File: src/rtl/wb_stage_p.sv
// wb_stage_p: MEM/WB register with load alignment/extension, single-shot write and retire counter
module wb_stage_p #(
  parameter int XLEN   = 32,
  parameter int REG_AW = 5,
  parameter int CNT_W  = 64
) (
  input  logic              clk,
  input  logic              rst,
  input  logic              in_valid,
  input  logic              stall,
  input  logic              flush,
  input  logic [2:0]        ctrl_wb,
  input  logic [2:0]        ld_type,
  input  logic [2:0]        byte_off,
  input  logic [XLEN-1:0]   pc4_wb,
  input  logic [XLEN-1:0]   mem_data,
  input  logic [XLEN-1:0]   alu_data,
  input  logic [REG_AW-1:0] rd_wb,
  output logic              op_write,
  output logic [XLEN-1:0]   write_data,
  output logic [REG_AW-1:0] write_addr,
  output logic              misalign_err,
  output logic [CNT_W-1:0]  instret
);
  localparam int OW = (XLEN == 64) ? 3 : 2;
  logic              valid_q, written_q;
  logic [2:0]        ctrl_q, ld_q;
  logic [OW-1:0]     off_q;
  logic [XLEN-1:0]   pc4_q, mem_q, alu_q;
  logic [REG_AW-1:0] rd_q;
  logic [XLEN-1:0]   sh, top, ext;
  logic signed [XLEN-1:0] sx;
  logic [6:0]        kill;
  logic              ill, bad, mis;
  logic              unused_off;
  assign unused_off = ^byte_off;
  // Extension: push the field to the top, then shift back arithmetically or logically.
  always_comb begin
    sh   = mem_q >> {off_q, 3'b000};
    kill = ld_q[1:0] == 2'b00 ? 7'(XLEN - 8) :
           ld_q[1:0] == 2'b01 ? 7'(XLEN - 16) :
           ld_q[1:0] == 2'b10 ? 7'(XLEN - 32) : 7'd0;
    top  = sh << kill;
    sx   = $signed(top) >>> kill;
    ext  = ld_q[2] ? top >> kill : sx;
    ill  = ld_q == 3'b111 || (XLEN == 32 && (ld_q == 3'b011 || ld_q == 3'b110));
    bad  = (ld_q[1:0] == 2'b01 && off_q[0]) ||
           (ld_q[1:0] == 2'b10 && off_q[1:0] != 2'b00) ||
           (ld_q[1:0] == 2'b11 && off_q != '0);
    mis  = ctrl_q[1] & ~ctrl_q[2] & (ill | bad);
  end
  assign write_data   = ctrl_q[2] ? pc4_q : ctrl_q[1] ? ext : alu_q;
  assign write_addr   = rd_q;
  assign op_write     = valid_q & ctrl_q[0] & (rd_q != '0) & ~mis & ~written_q;
  assign misalign_err = valid_q & mis & ~written_q;
  always_ff @(posedge clk) begin
    if (rst) begin
      valid_q   <= 1'b0;
      written_q <= 1'b0;
      ctrl_q    <= '0;
      ld_q      <= '0;
      off_q     <= '0;
      pc4_q     <= '0;
      mem_q     <= '0;
      alu_q     <= '0;
      rd_q      <= '0;
      instret   <= '0;
    end else begin
      if (flush) begin
        valid_q   <= 1'b0;
        written_q <= 1'b0;
      end else if (stall) begin
        written_q <= written_q | valid_q;
      end else begin
        valid_q   <= in_valid;
        written_q <= 1'b0;
        ctrl_q    <= ctrl_wb;
        ld_q      <= ld_type;
        off_q     <= byte_off[OW-1:0];
        pc4_q     <= pc4_wb;
        mem_q     <= mem_data;
        alu_q     <= alu_data;
        rd_q      <= rd_wb;
      end
      if (valid_q & ~written_q & ~mis) instret <= instret + CNT_W'(1);
    end
  end
endmodule

File: config.mk
export PLATFORM = sky130hd
export DESIGN_NAME = wb_stage_p
export DESIGN_NICKNAME = d
export VERILOG_FILES = /design/src/rtl/wb_stage_p.sv
export SDC_FILE = /design/constraint.sdc
export NUM_CORES = 1
export LEC_CHECK = 0
export ABC_CLOCK_PERIOD_IN_PS = 2140
export BUFFER_PORTS_ARGS = -buffer_cell sky130_fd_sc_hd__buf_2
export CAP_MARGIN = 10
export CORE_MARGIN = 2
export CORE_UTILIZATION = 48
export DETAILED_ROUTE_END_ITERATION = 12
export PLACE_DENSITY = 0.76
export SYNTH_ARGS = -nofsm -noshare
export SYNTH_HDL_FRONTEND = slang
export SYNTH_SLANG_ARGS = --single-unit
File: constraint.sdc
create_clock -name clk -period 2.14 [get_ports clk]
set_clock_uncertainty 0.1 [all_clocks]
set_input_delay 0.321 -clock clk [delete_from_list [all_inputs] [get_ports clk]]
set_output_delay 0.321 -clock clk [all_outputs]
set_load 0.05 [all_outputs]
==> impl_metrics.toml, run 1 <==
[sta]
worst_pin_slew_ns = 0.4559
timing.final.ws_setup_ns = -0.6849
min_period_over_period_pct = 132.0
drv_slew = 0
fin_setup_tns_ns = -19.05
fmax_ghz = 0.3540
finalSetupViolations = 41
post-route-min-period_ns = 2.825
hold_ws_ns = 0.01461
hold_violations = 0
maxSlewHeadroom_pct = 69.54
rsz0062_at_grt = "yes"

[floorplan]
dieArea_um2 = 18200
die_x_um = 134.9
top_level_ports = 218
start_util_pct = 49.42
die_y_um = 134.9
fp-row-count = 47
coreArea_um2 = 16640

[min_path]
holdCritStartpoint = "alu_data[31]"
hold_end = "alu_q[31]$_SDFFE_PP0P_"
hold_class = "primary input to flip-flop"
whs_path_depth = 3

[status]
violations = "negative setup slack"
status = "complete, but fails checks"

[final_layout]
nets = 1468
areaGrowthSynthToFinish_pct = 44.28
drive_above_1_share_pct = 37.80
finalInstanceArea_um2 = 11870
fin_cells = 1588
n_fill_cell = 1297
final_common_cell = "nand2_1"
most-common-layout-cells = "285 x nand2_1, 182 x buf_2, 160 x a21oi_1"

[synthesis]
synth_area_um2 = 8225
netlist.area_leader.share_pct = 42.59
ys_ff_latch = 175
netlist_top_cells_area = "dfxtp_1 43%, nand2_1 13%, a21oi_1 12%"
ys_types = 49
yosysTopAreaCell = "dfxtp_1"
syn_nets = 1214
synth_cells = 1098
postSynthAreaPerCell_um2 = 7.491
seq_area_frac_synth_pct = 42.59
ys_warn_count = 0

[worst_setup_path]
cp.required_ns = 1.72
r2r_cells = 7
cp-end-kind = "output port"
crit_family = "compound AO/OA/AOI/OAI gates"
slowest_stage = "a2111oi_4"
arrival_ns = 2.40
r2r_setup_slack_ns = -0.04
cpPeakStageDelay_ns = 0.40
startpoint_type = "flip-flop"
worstReg2RegEnd = "instret[52]$_SDFFE_PP0P_"
path_buf_inv = 3
cp_cell_sequence = "buf_6 > nor4b_4 > a311oi_4 > buf_4 > a2111oi_4 > nor2_4 > a21oi_4 > buf_8"
path_class = "flip-flop to output port"
rr_startpoint = "instret[0]$_SDFFE_PP0P_"
cp_max_fo = 7

[placed_design]
postPlaceCellArea_um2 = 10410
dp.cells = 1525
dp_hpwl_um = 17540
post-place-ws_ns = -0.5084
io_buffers = 216
gp_congestion = 0.8936

[global_routing]
met3_usage_pct = 7.395
busiest_layer = "met2"
grt_usage_pct = 28.12
use_met1_pct = 37.43
grt_start_max_net_pins = 94
grt_pass1_wl_um = 40880
use_met2_pct = 44.50
grt_overflow = 0
grt_pass1_vias = 7991
grt_antenna_before_repair = 2

[power]
power_density_nw_per_um2 = 657.6
p_leak_nw = 4.635
vdd_ir_drop_max_mv = 0.6306

[run]
drv_cap = 0

[clock_tree]
holdBufCountCts = 0
clock-sinks = 175
htree_levels = 4
insertion_delay_ns = 0.44
clock_tree.buffer_depth = 2
cts_tree = "built"
clock-root-buffer = "clkbuf_16"
clk_pin_slew_ns = 0.07
cts-buffers-inserted = 17

[routing]
viasPerCell = 5.520
wirelength_um = 26430
ant_nets = 0
drc_errors = 0
first_pass_iters = 5
wl_per_cell_um = 16.64
drt-initial-drc-count = 620
vias = 8765
==> cells by family (layout without fill, tap and decap cells) <==
logic type,Yosys count,count (layout),synth area share (%)
buffers and inverters,87,354,4.472
adders and majority gates,1,1,0.1521
muxes,36,36,4.563
DFF,175,175,42.59
other,0,3,0
AOI/OAI and AO/OA,260,260,16.87
and+or+nand+nor,514,514,28.69
xor gates and xnor gates,25,25,2.662
==> per-stage QoR <==
stage               utilization, %  power (mW)
floorplan                        -       4.138
global placement             62.54       4.450
detailed placement           62.54       4.464
CTS                          69.90       7.816
global route                 71.27       8.066
finish                       71.31       7.804
==> per-layer routing <==
metal	up-vias	share of wire, %
met5	-	0
met4	0	2.9
met3	56	7.8
met2	346	47
met1	4078	42
li1	4285	-
==> sequential cells by signal, summed over array words and instances, names as in the netlist <==
register / count
mem_q: 32
off_q: 2
instret: 64
ld_q: 3
ctrl_q: 3
written_q: 1
alu_q: 32
valid_q: 1
pc4_q: 32
write_addr: 5
==> synthesized netlist by cell type (all sizes together) <==
cell and instances:
xor2 15, nand2 290, a311oi 2, inv 7, nand2b 1, a221oi 1
o31a 1, nor3 8, o31ai 16, and3 4, o22ai 7, nand3 23
clkbuf 55, nor2b 5, a2111oi 2, mux2i 24, nor2 85, and2 6
nand4 24, o21ai 36, dfxtp 175, xnor2 10, buf 25, or2 5
or3 19, nand3b 1, or4b 3, and4 11, ha 1, mux2 12
or4 18, a21oi 193, o41ai 2, nor4 7, and4b 1, nor4b 3
==> how the worst max path moves through the flow <==
stage / from / end / slack, ns / depth (start not counted)
4_1_cts: ld_q[1]$_SDFFE_PP0P_ / write_data[15] / -0.72 / 7
6_report: off_q[0]$_SDFFE_PP0P_ / write_data[12] / -0.68 / 8
3_5_place_dp: ld_q[1]$_SDFFE_PP0P_ / write_data[18] / -0.51 / 6
3_3_place_gp: off_q[0]$_SDFFE_PP0P_ / write_data[18] / -0.45 / 6
5_1_grt: off_q[0]$_SDFFE_PP0P_ / write_data[12] / -0.79 / 8
2_1_floorplan: ld_q[1]$_SDFFE_PP0P_ / write_data[20] / -0.19 / 8
==> worst register-to-register path, stage by stage, from the launching register on <==
cell,delay (ns)
dfxtp_4,0.36
ha_4,0.13
and4b_1,0.25
and4_4,0.30
nand4_4,0.16
buf_12,0.19
or4_4,0.51
a21oi_2,0.13
==> cell type report <==
class / count / area [um2] / share of cell area, %
Clock inverter: 14 / 165.2 / 1.392
Multi-Input combinational cell: 836 / 5080 / 42.80
Tap cell: 220 / 275.3 / 2.319
Antenna cell: 3 / 7.507 / 0.06326
Clock buffer: 18 / 450.4 / 3.795
Inverter: 7 / 26.28 / 0.2214
Sequential cell: 175 / 3593 / 30.28
Timing Repair Buffer: 315 / 2270 / 19.13
==> what timing repair did <==
item	CTS	global route
resized for setup	109	48
setup endpoints to repair	52	66
pin swaps	31	26
buffers inserted	16	10
cloned	4	1
==> where the power goes <==
group	switching [mW]	total [mW]	internal [mW]
clock	1.44	3.27	1.83
sequential	0.0727	3.41	3.34
combinational	0.672	1.12	0.448
total	2.18	7.80	5.62
No activity file was read; power rests on OpenSTA's default activity.
==> run 2: changes to the inputs <==
==> config.mk (replaced) <==
export PLATFORM = sky130hd
export DESIGN_NAME = wb_stage_p
export DESIGN_NICKNAME = d
export VERILOG_FILES = /design/src/rtl/wb_stage_p.sv
export SDC_FILE = /design/constraint.sdc
export NUM_CORES = 1
export LEC_CHECK = 0
export ABC_CLOCK_PERIOD_IN_PS = 3600
export BUFFER_PORTS_ARGS = -buffer_cell sky130_fd_sc_hd__buf_2
export CAP_MARGIN = 10
export CORE_MARGIN = 2
export CORE_UTILIZATION = 50
export DETAILED_ROUTE_END_ITERATION = 12
export PLACE_DENSITY = 0.75
export SYNTH_ARGS = -nofsm -noshare
export SYNTH_HDL_FRONTEND = slang
export SYNTH_SLANG_ARGS = --single-unit
==> constraint.sdc (replaced) <==
create_clock -name clk -period 3.6 [get_ports clk]
set_clock_uncertainty 0.1 [all_clocks]
set_input_delay 0.54 -clock clk [delete_from_list [all_inputs] [get_ports clk]]
set_output_delay 0.54 -clock clk [all_outputs]
set_load 0.05 [all_outputs]
==> impl_metrics.toml, run 2 (synthesis gave the netlist of run 1 again) <==
[final_layout]
final-seq-area_um2 = 3506
nets = 1383
largest_reg_flops = 64
final_common_cell = "nand2_1"
regMostFlops = "instret"
drive_above_1_share_pct = 22.66
most-common-layout-cells = "288 x nand2_1, 215 x buf_2, 193 x a21oi_1"
n_fill_cell = 1530
utilization_pct = 62.37
areaGrowthSynthToFinish_pct = 21.33
finalInstanceArea_um2 = 9980
multi_input_area_um2 = 4369

[worst_setup_path]
startpoint_type = "flip-flop"
cp_max_fo = 16
cp.required_ns = 2.96
cpPeakStageDelay_ns = 0.57
crit_family = "compound AO/OA/AOI/OAI gates"
arrival_ns = 2.71
cp_cell_sequence = "or2_1 > a311oi_1 > a2111oi_1 > nor2_4 > a21oi_1 > buf_2"
cp-end-kind = "output port"
path_class = "flip-flop to output port"
slowest_stage = "a2111oi_1"
path_buf_inv = 1
r2r_setup_slack_ns = 0.72

[sta]
fmax_ghz = 0.2989
drv_slew = 0
rsz0062_at_grt = "no"
worst_pin_slew_ns = 0.8057
fin_setup_tns_ns = 0
timing.final.ws_setup_ns = 0.2545
finalSetupViolations = 0
min_period_over_period_pct = 92.93
post-route-min-period_ns = 3.345
hold_ws_ns = 0.2495
maxSlewHeadroom_pct = 46.28
hold_violations = 0

[power]
power_density_nw_per_um2 = 445.1
p_leak_nw = 3.936
vdd_ir_drop_max_mv = 0.3289

[global_routing]
grt_overflow = 0
grt_pass1_vias = 7491
grt_usage_pct = 26.15
grt_pass1_wl_um = 37330
grt_antenna_before_repair = 0
grt_start_max_net_pins = 104

[placed_design]
gp_congestion = 0.7902
post-place-ws_ns = 0.5875
postPlaceCellArea_um2 = 9359
io_buffers = 216
dp_hpwl_um = 16180

[floorplan]
die_y_um = 132.3
coreArea_um2 = 16000
dieArea_um2 = 17490
die_x_um = 132.3
fp-row-count = 46
top_level_ports = 218
start_util_pct = 51.41

[routing]
ant_nets = 0
drc_errors = 0
drt-initial-drc-count = 466
wirelength_um = 23220
viasPerCell = 5.478
first_pass_iters = 5
wl_per_cell_um = 15.51
vias = 8200

[clock_tree]
post_cts_resized = 0
clock_tree.buffer_depth = 2
cts-buffers-inserted = 17
cts_setup_buffers = 0
clk_pin_slew_ns = 0.07
insertion_delay_ns = 0.42
holdBufCountCts = 0
clock-root-buffer = "clkbuf_16"
htree_levels = 4
cts_tree = "built"
clock-sinks = 175

[status]
status = "completed"

[run]
drv_cap = 0

[min_path]
hold_class = "primary input to flip-flop"
## run 2: cell types whose count changed in the layout (fill, tap and decap cells not counted), sizes merged
cell,before,now
buf,312,230
inv,16,9
clkinvlp,1,4
diode,3,1
bufinv,2,3
clkbuf,21,20
clkinv,2,3
## run 2: cell type report
| cell class | instances | area share, % |
|---|---|---|
| timing repair buffer | 230 | 11.95 |
| tap | 216 | 2.708 |
| multi-input combinational | 836 | 43.78 |
| inverter | 7 | 0.2633 |
| sequential | 175 | 35.13 |
| clock inverter | 12 | 1.567 |
| clock buffer | 20 | 4.576 |
| antenna | 1 | 0.02508 |
## run 2: metrics by stage
step | std cells | power, mW
after CTS | 1496 | 4.472
after floorplan | 1098 | 2.408
after detailed placement | 1464 | 2.574
final | 1497 | 4.442
after global placement | 1464 | 2.568
after global routing | 1496 | 4.610
## run 2: tightest hold or removal path: stages
cell and delay, ns:
buf_2 0.09, nand2_1 0.04, a21oi_1 0.05
## run 2: report_power, final
part           switching [mW]  total [mW]  internal, mW
Clock                   0.776        1.91          1.13
Sequential             0.0435        2.04          1.99
Combinational           0.338       0.496         0.158
Total                    1.16        4.44          3.28
## run 2: final timing paths
kind,start,endpoint,depth (start not counted)
worst max-delay path,ld_q[0]$_SDFFE_PP0P_,write_data[17],6
worst min-delay path,pc4_wb[5],pc4_q[5]$_SDFFE_PP0P_,3
worst max register to register,off_q[1]$_SDFFE_PP0P_,instret[46]$_SDFFE_PP0P_,5
worst min register to register,pc4_q[28]$_SDFFE_PP0P_,pc4_q[28]$_SDFFE_PP0P_,2
## run 2: routing by layer
layer / vias up / GRT usage (%) / routed length [um]
met1: 3777 / 33.57 / 10170
met3: 27 / 5.921 / 1562
met4: 0 / 7.706 / 342
met2: 272 / 44.10 / 11150
li1: 4124 / - / -
met5: - / 0 / 0
